### src/rtl/pe_ctx_sequencer_if.sv
// Bundle between the array-level configuration/control side and one PE context
// sequencer: config write port, program start/stall/abort, status pulses and
// the full set of PE register-file/FU control lines.
//   master : configuration/control side (drives cfg_*, start*, stall, abort)
//   slave  : the sequencer (drives status and PE control lines)
interface pe_ctx_sequencer_if #(
    parameter int unsigned DEPTH = 16,
    parameter int unsigned LCW   = 8
);
    localparam int unsigned AW = $clog2(DEPTH);

    logic            cfg_we;
    logic [AW-1:0]   cfg_addr;
    logic [59:0]     cfg_data;
    logic            start;
    logic [AW-1:0]   start_pc;
    logic [LCW-1:0]  loop_count;
    logic            stall;
    logic            abort;

    logic            busy;
    logic            done;
    logic            hazard;
    logic            cfg_err;
    logic [AW-1:0]   pc_out;

    logic [8:0]      control_in;
    logic [8:0]      control_out;
    logic [5:0]      control_reg_1;
    logic [5:0]      control_reg_2;
    logic [5:0]      control_put_in;
    logic [5:0]      control_put_out;
    logic [5:0]      control_send;
    logic [3:0]      control_pe2fu_1;
    logic [3:0]      control_pe2fu_2;
    logic            write_back;
    logic            ld;
    logic            ld_write;

    modport master (
        output cfg_we, cfg_addr, cfg_data, start, start_pc, loop_count, stall, abort,
        input  busy, done, hazard, cfg_err, pc_out,
        input  control_in, control_out, control_reg_1, control_reg_2,
               control_put_in, control_put_out, control_send,
               control_pe2fu_1, control_pe2fu_2, write_back, ld, ld_write
    );

    modport slave (
        input  cfg_we, cfg_addr, cfg_data, start, start_pc, loop_count, stall, abort,
        output busy, done, hazard, cfg_err, pc_out,
        output control_in, control_out, control_reg_1, control_reg_2,
               control_put_in, control_put_out, control_send,
               control_pe2fu_1, control_pe2fu_2, write_back, ld, ld_write
    );
endinterface

### src/rtl/pe_ctx_sequencer.sv
// Context sequencer for one PE register-file/FU slice. Holds DEPTH 60-bit
// control words, replays a program of consecutive words (optionally looped)
// on start, and is the sole driver of the PE control lines.
// Ports:
//   CLK, RST_N : clock (rising edge) and asynchronous active-low reset
//   bus        : slave side of pe_ctx_sequencer_if (config, start/stall/abort,
//                status pulses, pc_out and all PE control outputs; all registered)
module pe_ctx_sequencer #(
    parameter int unsigned DEPTH = 16,
    parameter int unsigned LCW   = 8
) (
    input  logic                CLK,
    input  logic                RST_N,
    pe_ctx_sequencer_if.slave   bus
);
    localparam int unsigned AW = $clog2(DEPTH);
    localparam int unsigned CW = 60;

    // Idle word: ld=1 keeps the register file from writing, FU operands read 0.
    localparam logic [CW-1:0] NOP_WORD = 60'h2FF_0000_0000_0000;

    typedef struct packed {
        logic       last;
        logic       ld_write;
        logic       ld;
        logic       write_back;
        logic [3:0] pe2fu_2;
        logic [3:0] pe2fu_1;
        logic [5:0] send;
        logic [5:0] put_out;
        logic [5:0] put_in;
        logic [5:0] reg_2;
        logic [5:0] reg_1;
        logic [8:0] ctl_out;
        logic [8:0] ctl_in;
    } ctx_t;

    typedef enum logic [1:0] {
        S_IDLE  = 2'd0,
        S_RUN   = 2'd1,
        S_DRAIN = 2'd2
    } state_t;

    ctx_t            mem [DEPTH];

    state_t          state_q, state_d;
    logic [AW-1:0]   pc_q, pc_d;
    logic [AW-1:0]   base_q, base_d;
    logic [LCW-1:0]  iter_q, iter_d;

    logic [CW-2:0]   word_q, word_d;
    logic            busy_q, busy_d;
    logic            done_q, done_d;
    logic            hazard_q, hazard_d;
    logic            cfg_err_q, cfg_err_d;

    ctx_t            iss_c;
    logic            hz_c;
    logic            cfg_ok_c;

    assign cfg_ok_c = bus.cfg_we && (state_q == S_IDLE);

    // Context memory: not reset, written only while idle.
    always_ff @(posedge CLK) begin
        if (cfg_ok_c) begin
            mem[bus.cfg_addr] <= ctx_t'(bus.cfg_data);
        end
    end

    // Word at pc with the write-port collision fix: write-back takes the port.
    always_comb begin
        iss_c = mem[pc_q];
        hz_c  = iss_c.write_back && (!iss_c.ld || iss_c.ld_write) &&
                (iss_c.put_in == iss_c.put_out);
        if (hz_c) begin
            iss_c.ld       = 1'b1;
            iss_c.ld_write = 1'b0;
        end
    end

    // State register and program counters.
    always_ff @(posedge CLK or negedge RST_N) begin
        if (!RST_N) begin
            state_q <= S_IDLE;
            pc_q    <= '0;
            base_q  <= '0;
            iter_q  <= '0;
        end else begin
            state_q <= state_d;
            pc_q    <= pc_d;
            base_q  <= base_d;
            iter_q  <= iter_d;
        end
    end

    // Next-state and program-counter sequencing; abort overrides everything.
    always_comb begin
        state_d = state_q;
        pc_d    = pc_q;
        base_d  = base_q;
        iter_d  = iter_q;
        if (bus.abort) begin
            state_d = S_IDLE;
        end else begin
            case (state_q)
                S_IDLE: begin
                    if (bus.start) begin
                        state_d = S_RUN;
                        pc_d    = bus.start_pc;
                        base_d  = bus.start_pc;
                        iter_d  = bus.loop_count;
                    end
                end
                S_RUN: begin
                    if (!bus.stall) begin
                        if (!iss_c.last) begin
                            pc_d = pc_q + AW'(1);
                        end else if (iter_q != '0) begin
                            iter_d = iter_q - LCW'(1);
                            pc_d   = base_q;
                        end else begin
                            state_d = S_DRAIN;
                        end
                    end
                end
                S_DRAIN: state_d = S_IDLE;
                default: state_d = S_IDLE;
            endcase
        end
    end

    // Next values of the registered outputs; NOP unless a word is issued.
    always_comb begin
        word_d    = NOP_WORD[CW-2:0];
        hazard_d  = 1'b0;
        done_d    = 1'b0;
        busy_d    = (state_d != S_IDLE);
        cfg_err_d = bus.cfg_we && (state_q != S_IDLE);
        if (!bus.abort) begin
            case (state_q)
                S_RUN: begin
                    if (!bus.stall) begin
                        word_d   = iss_c[CW-2:0];
                        hazard_d = hz_c;
                    end
                end
                S_DRAIN: done_d = 1'b1;
                default: ;
            endcase
        end
    end

    // Output registers.
    always_ff @(posedge CLK or negedge RST_N) begin
        if (!RST_N) begin
            word_q    <= NOP_WORD[CW-2:0];
            busy_q    <= 1'b0;
            done_q    <= 1'b0;
            hazard_q  <= 1'b0;
            cfg_err_q <= 1'b0;
        end else begin
            word_q    <= word_d;
            busy_q    <= busy_d;
            done_q    <= done_d;
            hazard_q  <= hazard_d;
            cfg_err_q <= cfg_err_d;
        end
    end

    assign bus.busy            = busy_q;
    assign bus.done            = done_q;
    assign bus.hazard          = hazard_q;
    assign bus.cfg_err         = cfg_err_q;
    assign bus.pc_out          = pc_q;
    assign bus.ld_write        = word_q[58];
    assign bus.ld              = word_q[57];
    assign bus.write_back      = word_q[56];
    assign bus.control_pe2fu_2 = word_q[55:52];
    assign bus.control_pe2fu_1 = word_q[51:48];
    assign bus.control_send    = word_q[47:42];
    assign bus.control_put_out = word_q[41:36];
    assign bus.control_put_in  = word_q[35:30];
    assign bus.control_reg_2   = word_q[29:24];
    assign bus.control_reg_1   = word_q[23:18];
    assign bus.control_out     = word_q[17:9];
    assign bus.control_in      = word_q[8:0];
endmodule

### src/flat_wrapper.sv
// flat-port wrapper written by rule: the top's interface ports become plain ports
module pe_ctx_sequencer_flat 
#(
    parameter int unsigned DEPTH = 16,
    parameter int unsigned LCW   = 8
)
  (CLK, RST_N, bus_cfg_we, bus_cfg_addr, bus_cfg_data, bus_start, bus_start_pc, bus_loop_count, bus_stall, bus_abort, bus_busy, bus_done, bus_hazard, bus_cfg_err, bus_pc_out, bus_control_in, bus_control_out, bus_control_reg_1, bus_control_reg_2, bus_control_put_in, bus_control_put_out, bus_control_send, bus_control_pe2fu_1, bus_control_pe2fu_2, bus_write_back, bus_ld, bus_ld_write);
  pe_ctx_sequencer_if #(.DEPTH(DEPTH), .LCW(LCW)) bus_i ();
  input  logic CLK;
  input  logic RST_N;
  input wire logic [$bits(bus_i.cfg_we)-1:0] bus_cfg_we;
  input wire logic [$bits(bus_i.cfg_addr)-1:0] bus_cfg_addr;
  input wire logic [$bits(bus_i.cfg_data)-1:0] bus_cfg_data;
  input wire logic [$bits(bus_i.start)-1:0] bus_start;
  input wire logic [$bits(bus_i.start_pc)-1:0] bus_start_pc;
  input wire logic [$bits(bus_i.loop_count)-1:0] bus_loop_count;
  input wire logic [$bits(bus_i.stall)-1:0] bus_stall;
  input wire logic [$bits(bus_i.abort)-1:0] bus_abort;
  output wire logic [$bits(bus_i.busy)-1:0] bus_busy;
  output wire logic [$bits(bus_i.done)-1:0] bus_done;
  output wire logic [$bits(bus_i.hazard)-1:0] bus_hazard;
  output wire logic [$bits(bus_i.cfg_err)-1:0] bus_cfg_err;
  output wire logic [$bits(bus_i.pc_out)-1:0] bus_pc_out;
  output wire logic [$bits(bus_i.control_in)-1:0] bus_control_in;
  output wire logic [$bits(bus_i.control_out)-1:0] bus_control_out;
  output wire logic [$bits(bus_i.control_reg_1)-1:0] bus_control_reg_1;
  output wire logic [$bits(bus_i.control_reg_2)-1:0] bus_control_reg_2;
  output wire logic [$bits(bus_i.control_put_in)-1:0] bus_control_put_in;
  output wire logic [$bits(bus_i.control_put_out)-1:0] bus_control_put_out;
  output wire logic [$bits(bus_i.control_send)-1:0] bus_control_send;
  output wire logic [$bits(bus_i.control_pe2fu_1)-1:0] bus_control_pe2fu_1;
  output wire logic [$bits(bus_i.control_pe2fu_2)-1:0] bus_control_pe2fu_2;
  output wire logic [$bits(bus_i.write_back)-1:0] bus_write_back;
  output wire logic [$bits(bus_i.ld)-1:0] bus_ld;
  output wire logic [$bits(bus_i.ld_write)-1:0] bus_ld_write;
  assign bus_i.cfg_we = bus_cfg_we;
  assign bus_i.cfg_addr = bus_cfg_addr;
  assign bus_i.cfg_data = bus_cfg_data;
  assign bus_i.start = bus_start;
  assign bus_i.start_pc = bus_start_pc;
  assign bus_i.loop_count = bus_loop_count;
  assign bus_i.stall = bus_stall;
  assign bus_i.abort = bus_abort;
  assign bus_busy = bus_i.busy;
  assign bus_done = bus_i.done;
  assign bus_hazard = bus_i.hazard;
  assign bus_cfg_err = bus_i.cfg_err;
  assign bus_pc_out = bus_i.pc_out;
  assign bus_control_in = bus_i.control_in;
  assign bus_control_out = bus_i.control_out;
  assign bus_control_reg_1 = bus_i.control_reg_1;
  assign bus_control_reg_2 = bus_i.control_reg_2;
  assign bus_control_put_in = bus_i.control_put_in;
  assign bus_control_put_out = bus_i.control_put_out;
  assign bus_control_send = bus_i.control_send;
  assign bus_control_pe2fu_1 = bus_i.control_pe2fu_1;
  assign bus_control_pe2fu_2 = bus_i.control_pe2fu_2;
  assign bus_write_back = bus_i.write_back;
  assign bus_ld = bus_i.ld;
  assign bus_ld_write = bus_i.ld_write;
  pe_ctx_sequencer #(.DEPTH(DEPTH), .LCW(LCW)) u_core (.CLK(CLK), .RST_N(RST_N), .bus(bus_i));
endmodule
### config.mk
export PLATFORM = sky130hd
export DESIGN_NAME = pe_ctx_sequencer_flat
export DESIGN_NICKNAME = d
export VERILOG_FILES = /design/src/rtl/pe_ctx_sequencer_if.sv /design/src/rtl/pe_ctx_sequencer.sv /design/src/flat_wrapper.sv
export SDC_FILE = /design/constraint.sdc
export NUM_CORES = 1
export LEC_CHECK = 0
export ABC_AREA = 0
export ABC_CLOCK_PERIOD_IN_PS = 16050
export CORE_MARGIN = 10
export CORE_UTILIZATION = 35
export CTS_CLUSTER_SIZE = 25
export DETAILED_ROUTE_END_ITERATION = 10
export PLACE_DENSITY = 0.59
export SYNTH_ARGS = -nofsm -noshare
export SYNTH_HDL_FRONTEND = slang
export SYNTH_SLANG_ARGS = --single-unit
### constraint.sdc
create_clock -name CLK -period 16.05 [get_ports CLK]
set_input_delay 3.21 -clock CLK [delete_from_list [all_inputs] [get_ports CLK]]
set_output_delay 3.21 -clock CLK [all_outputs]
set_load 0.01 [all_outputs]
==> summary.txt, run 1 <==
Die span in y: 355 um
Met1 layer usage reported by global route: 18.7%
Placed wire-length estimate: 49900 um
Mean cell area of the mapped netlist: 23.1 um^2
Max Cap Violations: 0
Number of clock sinks: 1041
Origin of the worst setup path: bus_cfg_we
Arrival time worst endpoint: 5890 ps
Sequential element share of the synthesized area: 78.4%
Series of cell instances along the critical path: clkdlybuf4s50_1, nand2_1, or3_1, nor2_4, buf_4
Average detailed-routed wire length per instance: 25.4 um
Category of the critical setup timing path: in2reg
R2r worst-path depth: 7
Post-synthesis cell count: 1707
Ratio of cells with drive above 1 in the final layout: 24.3%
Capturing element type of the critical path: flip-flop
Busiest layer in global routing: met2
Drt initial violations: 1924
Library cell contributing the largest single delay on the critical path: sky130_fd_sc_hd__nor2_4
CP Max Fanout: 36
Run status: complete, no violations
Async set or reset register ratio after synthesis: 7.78%
Clock Tree Root: sky130_fd_sc_hd__clkbuf_16
Multi-input combinational cell area: 8130 um^2
Worst flop-to-flop path startpoint: u_core.bus.pc_out[0]$_DFFE_PN0P_
Starting utilization of the core area: 35.4%
YS warnings: 0
Total Routing Usage GR: 13.9%
Number of antenna violations at the first check in global routing: 11
Total I/O pin count: 149
Post-CTS Setup Inserts: 0
Port-buffer cells: 148
Met3 GRT Util: 3.07%
Residual DRC: 0
RSZ-0062 raised after global routing: false
Vias after detailed routing: 17900
Count of endpoints failing setup in the final report: 0
Most common library cell in the layout ignoring fill and taps: sky130_fd_sc_hd__edfxtp_1
Reg2reg setup slack: 11530 ps
Hold Vio Cnt, Final: 0
Area taken by flip-flops and latches: 30900 um^2
Pins Over Slew Limit: 0
Number of distinct standard cells referenced by the synthesized netlist: 53
Worst min-delay path class: reg2reg
Peak Freq: 178 MHz
Total buffers and inverters traversed by the critical path: 2
Reg clk slew, reported paths: 60 ps
Fillers: 9655
Die width: 355 um
FF-to-FF End: u_core.word_q[58]$_DFF_PN0_
Clk_skew: 30.7 ps
Number of buffers added to fix hold violations after cts: 0
Maximum buffer depth of the clock tree: 3
Actual slew at the worst max-slew pin: 1170 ps
Clock period minus worst slack: 5600 ps
Cell count of the worst hold path: 2
Worst-skew pair later-pin latency: 670 ps
H-tree Lvls: 3
Floorplan die area: 126000 um^2
Flip-flop cell with the highest count after synthesis: sky130_fd_sc_hd__edfxtp_1
DRT Pass-1 Iters: 9
Vias per cell: 5.13
Antenna viol nets, final: 0
Timing endpoint of the critical path: u_core.mem[4][29]$_DFFE_PP_
Final weighted congestion of routability-driven global placement: 0.723
Total power per unit cell area: 154 nW/um^2
Setup TNS Final: 0 ps
TritonCTS clock tree: built
Worst ir drop on vdd: 0.0000845 V
Final worst-path cycle share: 34.9%
Placement Rows: 122
Mapped cell area: 39400 um^2
Number of enable-type register cells in the synthesized netlist: 960
Critical Path Start Type: input port
Family with the most delay on the worst path: simple AND/OR/NAND/NOR gates
Total chip power: 7.08 mW
M2 GR Usage: 22.8%
GRT overflow: 0
Worst slew margin relative to its limit: 22.3%
Area growth, synth to finish: 17.2%
Leak pwr: 14.6 nW
Commonest cells after routing, fill and taps aside: sky130_fd_sc_hd__edfxtp_1 (960), sky130_fd_sc_hd__mux4_2 (261), sky130_fd_sc_hd__clkdlybuf4s50_1 (147)
Delay of the slowest critical-path stage: 820 ps
Inserted Clock Buffers: 107
Via count of the first global-routing pass: 19200
CP Data Required Time: 16340 ps
Post-cts resize count: 0
Core Area: 111000 um^2
#FFs+latches synth: 1041
Total number of cells along the worst setup path: 5
Post-detailed-routing wire length: 88700 um
Pin count of the biggest net entering global routing: 70
First-pass GRT wire length: 132000 um
Net count of the finished layout: 2000
Net count of the mapped netlist: 1792
[cells in the mapped netlist (all sizes together), types with 3 or more instances]
cell	n	area, um^2
buf	46	313
o22ai	3	18.8
dfstp	9	236
nand4	3	18.8
a21oi	20	104
nor3	11	55.1
a22oi	32	254
inv	5	18.8
o21ai	16	83.8
mux4	261	5880
or3	4	25.0
nor2	26	97.6
ha	3	37.5
nand2	34	128
o2bb2ai	5	43.8
mux2i	38	380
nand2b	5	31.3
xnor2	6	52.6
edfxtp	960	28800
a221oi	19	196
clkbuf	39	146
dfrtp	72	1800
nor2b	8	50.1
nand3	11	55.1
and2	43	269
[worst min-delay path by stage]
| stage | startpoint | end |
|---|---|---|
| floorplan | u_core.base_q[1]$_DFFE_PN0P_ | u_core.base_q[1]$_DFFE_PN0P_ |
| global placement | u_core.base_q[2]$_DFFE_PN0P_ | u_core.base_q[2]$_DFFE_PN0P_ |
| detailed placement | u_core.base_q[3]$_DFFE_PN0P_ | u_core.base_q[3]$_DFFE_PN0P_ |
| CTS | u_core.base_q[3]$_DFFE_PN0P_ | u_core.base_q[3]$_DFFE_PN0P_ |
| global route | u_core.base_q[1]$_DFFE_PN0P_ | u_core.base_q[1]$_DFFE_PN0P_ |
| finish | u_core.base_q[3]$_DFFE_PN0P_ | u_core.base_q[3]$_DFFE_PN0P_ |
[routing by layer]
layer,share of wire (%),wire (um)
met5,0.048,43
met3,5.6,4960
met2,49,43400
met4,2.1,1840
met1,43,38500
[cell families after synthesis]
| kind of cell | share of synthesized area, % |
|---|---|
| XOR/XNOR | 0.178 |
| flip-flops | 78.4 |
| AO/OA/AOI/OAI | 2.14 |
| buffers and inverters | 1.21 |
| AND/OR/NAND/NOR | 1.99 |
| multiplexers | 16.0 |
| adder cells (fa/ha/maj) | 0.0954 |
[state kept, by name (all words and copies together) (netlist names)]
signal and flops:
u_core.bus.busy 1, u_core.bus.pc_out 4, u_core.bus.cfg_err 1, u_core.word_q 59
u_core.state_q 2, u_core.bus.done 1, u_core.iter_q 8, u_core.base_q 4
u_core.bus.hazard 1, u_core.mem 960
[through the flow]
| stage | setup slack (ps) | hold WS (ps) | instance area, um^2 | utilization (%) | instances |
|---|---|---|---|---|---|
| floorplan | 7770 | 439 | 39400 | - | 1707 |
| global placement | 9740 | 463 | 42600 | 38.4 | 3294 |
| detailed placement | 9680 | 476 | 42600 | 38.4 | 3294 |
| CTS | 10380 | 489 | 46100 | 41.5 | 3494 |
| global route | 10280 | 527 | 46100 | 41.5 | 3494 |
| finish | 10450 | 485 | 46100 | 41.5 | 3497 |
[power breakdown]
group	switching [mW]	internal (mW)
Clock	1.01	1.40
Sequential	0.0773	3.03
Combinational	0.805	0.754
[worst reg2reg max path, cell delays in order, from the launching register on]
cell	delay, ps
sky130_fd_sc_hd__dfrtp_4	770
sky130_fd_sc_hd__buf_4	820
sky130_fd_sc_hd__buf_4	990
sky130_fd_sc_hd__mux4_2	660
sky130_fd_sc_hd__mux4_2	570
sky130_fd_sc_hd__xnor2_1	220
sky130_fd_sc_hd__nand4_1	170
sky130_fd_sc_hd__o21a_1	210
[area by class of cell]
class / count / share of cell area (%)
Clock inverter: 62 / 1.23
Sequential cell: 1041 / 67.0
Antenna cell: 3 / 0.0163
Multi-Input combinational cell: 576 / 17.6
Timing Repair Buffer: 184 / 3.79
Tap cell: 1488 / 4.04
Inverter: 5 / 0.0434
Clock buffer: 138 / 6.28
No activity file was read; power rests on OpenSTA's default activity.
==> inputs of run 2 (changes only) <==
--- a/config.mk
+++ b/config.mk
@@ -6,12 +6,12 @@
 export NUM_CORES = 1
 export LEC_CHECK = 0
 export ABC_AREA = 0
-export ABC_CLOCK_PERIOD_IN_PS = 16050
+export ABC_CLOCK_PERIOD_IN_PS = 4900
 export CORE_MARGIN = 10
 export CORE_UTILIZATION = 35
 export CTS_CLUSTER_SIZE = 25
 export DETAILED_ROUTE_END_ITERATION = 10
-export PLACE_DENSITY = 0.59
+export PLACE_DENSITY = 0.6
 export SYNTH_ARGS = -nofsm -noshare
 export SYNTH_HDL_FRONTEND = slang
 export SYNTH_SLANG_ARGS = --single-unit
==> constraint.sdc (replaced) <==
create_clock -name CLK -period 4.9 [get_ports CLK]
set_input_delay 0.98 -clock CLK [delete_from_list [all_inputs] [get_ports CLK]]
set_output_delay 0.98 -clock CLK [all_outputs]
set_load 0.01 [all_outputs]
==> summary.txt, run 2 (synthesis gave the netlist of run 1 again) <==
Antenna viol nets, final: 0
Largest registers in the final layout: u_core.mem x960, u_core.word_q x59, u_core.iter_q x8
Peak Freq: 286 MHz
Ratio of cells with drive above 1 in the final layout: 24.1%
Max Cap Violations: 0
Total power per unit cell area: 492 nW/um^2
Series of cell instances along the critical path: clkdlybuf4s50_1
Run status: complete, no violations
Category of the critical setup timing path: reg2out
Library cell contributing the largest single delay on the critical path: sky130_fd_sc_hd__dfrtp_4
GRT overflow: 0
Delay of the slowest critical-path stage: 1070 ps
Clock Tree Root: sky130_fd_sc_hd__clkbuf_16
Post-cts resize count: 0
Net count of the finished layout: 2006
Commonest cells after routing, fill and taps aside: sky130_fd_sc_hd__edfxtp_1 (960), sky130_fd_sc_hd__mux4_2 (261), sky130_fd_sc_hd__clkdlybuf4s50_1 (147)
Number of flip-flops in the largest register: 960
Total I/O pin count: 149
Arrival time worst endpoint: 2510 ps
Die span in y: 355 um
TritonCTS clock tree: built
Post-CTS Setup Inserts: 0
Family with the most delay on the worst path: flip-flops
Total Routing Usage GR: 14.2%
Average detailed-routed wire length per instance: 25.9 um
CP Max Fanout: 57
CP Data Required Time: 3920 ps
Pins Over Slew Limit: 0
Fillers: 9636
Hold Vio Cnt, Final: 0
Area taken by flip-flops and latches: 30900 um^2
Reg with most FFs: u_core.mem
Final worst setup slack: 1410 ps
Reg clk slew, reported paths: 60 ps
Residual DRC: 0
Maximum buffer depth of the clock tree: 3
Number of clock sinks: 1041
Placement Rows: 122
Post-detailed-routing wire length: 90200 um
DRT Pass-1 Iters: 5
First-pass GRT wire length: 134000 um
Final weighted congestion of routability-driven global placement: 0.747
Reg2reg setup slack: 1680 ps
Starting utilization of the core area: 35.4%
Multi-input combinational cell area: 8160 um^2
Leak pwr: 14.6 nW
Number of buffers added to fix hold violations after cts: 0
Setup TNS Final: 0 ps
H-tree Lvls: 3
Actual slew at the worst max-slew pin: 1180 ps
Final worst-path cycle share: 71.3%
Clk_skew: 35.2 ps
Drt initial violations: 1929
RSZ-0062 raised after global routing: false
Clock period minus worst slack: 3490 ps
Critical Path Start Type: flip-flop
Floorplan die area: 126000 um^2
Inserted Clock Buffers: 102
Worst-skew pair later-pin latency: 680 ps
Instance area after placement: 42900 um^2
Worst ir drop on vdd: 0.000363 V
Total buffers and inverters traversed by the critical path: 1
Number of antenna violations at the first check in global routing: 8
Vias per cell: 5.19
Vias after detailed routing: 18100
Capturing element type of the critical path: output pin
Worst min-delay path class: in2async
Most common library cell in the layout ignoring fill and taps: sky130_fd_sc_hd__edfxtp_1
Minimum setup slack after placement: 1240 ps
Placed wire-length estimate: 50900 um
Area growth, synth to finish: 17.3%
Core Area: 111000 um^2
Inserted Diodes: 0
Port-buffer cells: 148
Pin count of the biggest net entering global routing: 115
Min Hold Slack: 385 ps
Die width: 355 um
Worst slew margin relative to its limit: 21.3%
Via count of the first global-routing pass: 19200
Count of endpoints failing setup in the final report: 0
Area of all placed cells without fillers: 46200 um^2
## run 2: power breakdown
part	internal, mW	switching [mW]	leakage, nW
registers	9.91	0.335	9.72
clock network	4.31	3.20	1.56
logic	2.49	2.44	3.30
total	16.7	5.97	14.6
## run 2: per-layer routing
layer  global-route usage [%]  part of all wire (%)  vias to the layer above
met3                     3.55                   6.4                      116
met4                     3.44                   1.6                       12
met5                        0                 0.081                        -
met2                     22.7                    48                      494
met1                     19.4                    44                     9845
li1                         -                     -                     7650
## run 2: area by class of cell
cell class	instances	area share [%]
Multi-Input combinational cell	576	17.7
Clock inverter	42	0.908
Timing Repair Buffer	195	4.37
Tap cell	1488	4.03
Clock buffer	142	6.08
Inverter	5	0.0461
Sequential cell	1041	66.9
## run 2: final timing paths
path / to / cells past startpoint / startpoint
setup / recovery: bus_pc_out[2] / 1 / u_core.bus.pc_out[2]$_DFFE_PN0P_
hold / removal: u_core.word_q[38]$_DFF_PN0_ / 1 / RST_N
setup reg to reg: u_core.word_q[58]$_DFF_PN0_ / 6 / u_core.bus.pc_out[1]$_DFFE_PN0P_
hold reg to reg: u_core.base_q[3]$_DFFE_PN0P_ / 2 / u_core.base_q[3]$_DFFE_PN0P_
max in group asynchronous: u_core.bus.pc_out[2]$_DFFE_PN0P_ / 2 / RST_N
min in group CLK: u_core.base_q[3]$_DFFE_PN0P_ / 2 / u_core.base_q[3]$_DFFE_PN0P_
## run 2: per-stage QoR
stage	instances	total power, mW	util, %
final	3489	22.7	41.5
after global routing	3489	23.7	41.5
after CTS	3489	23.0	41.5
after detailed placement	3305	15.5	38.6
after global placement	3305	15.4	38.6
after floorplan	1707	14.0	-
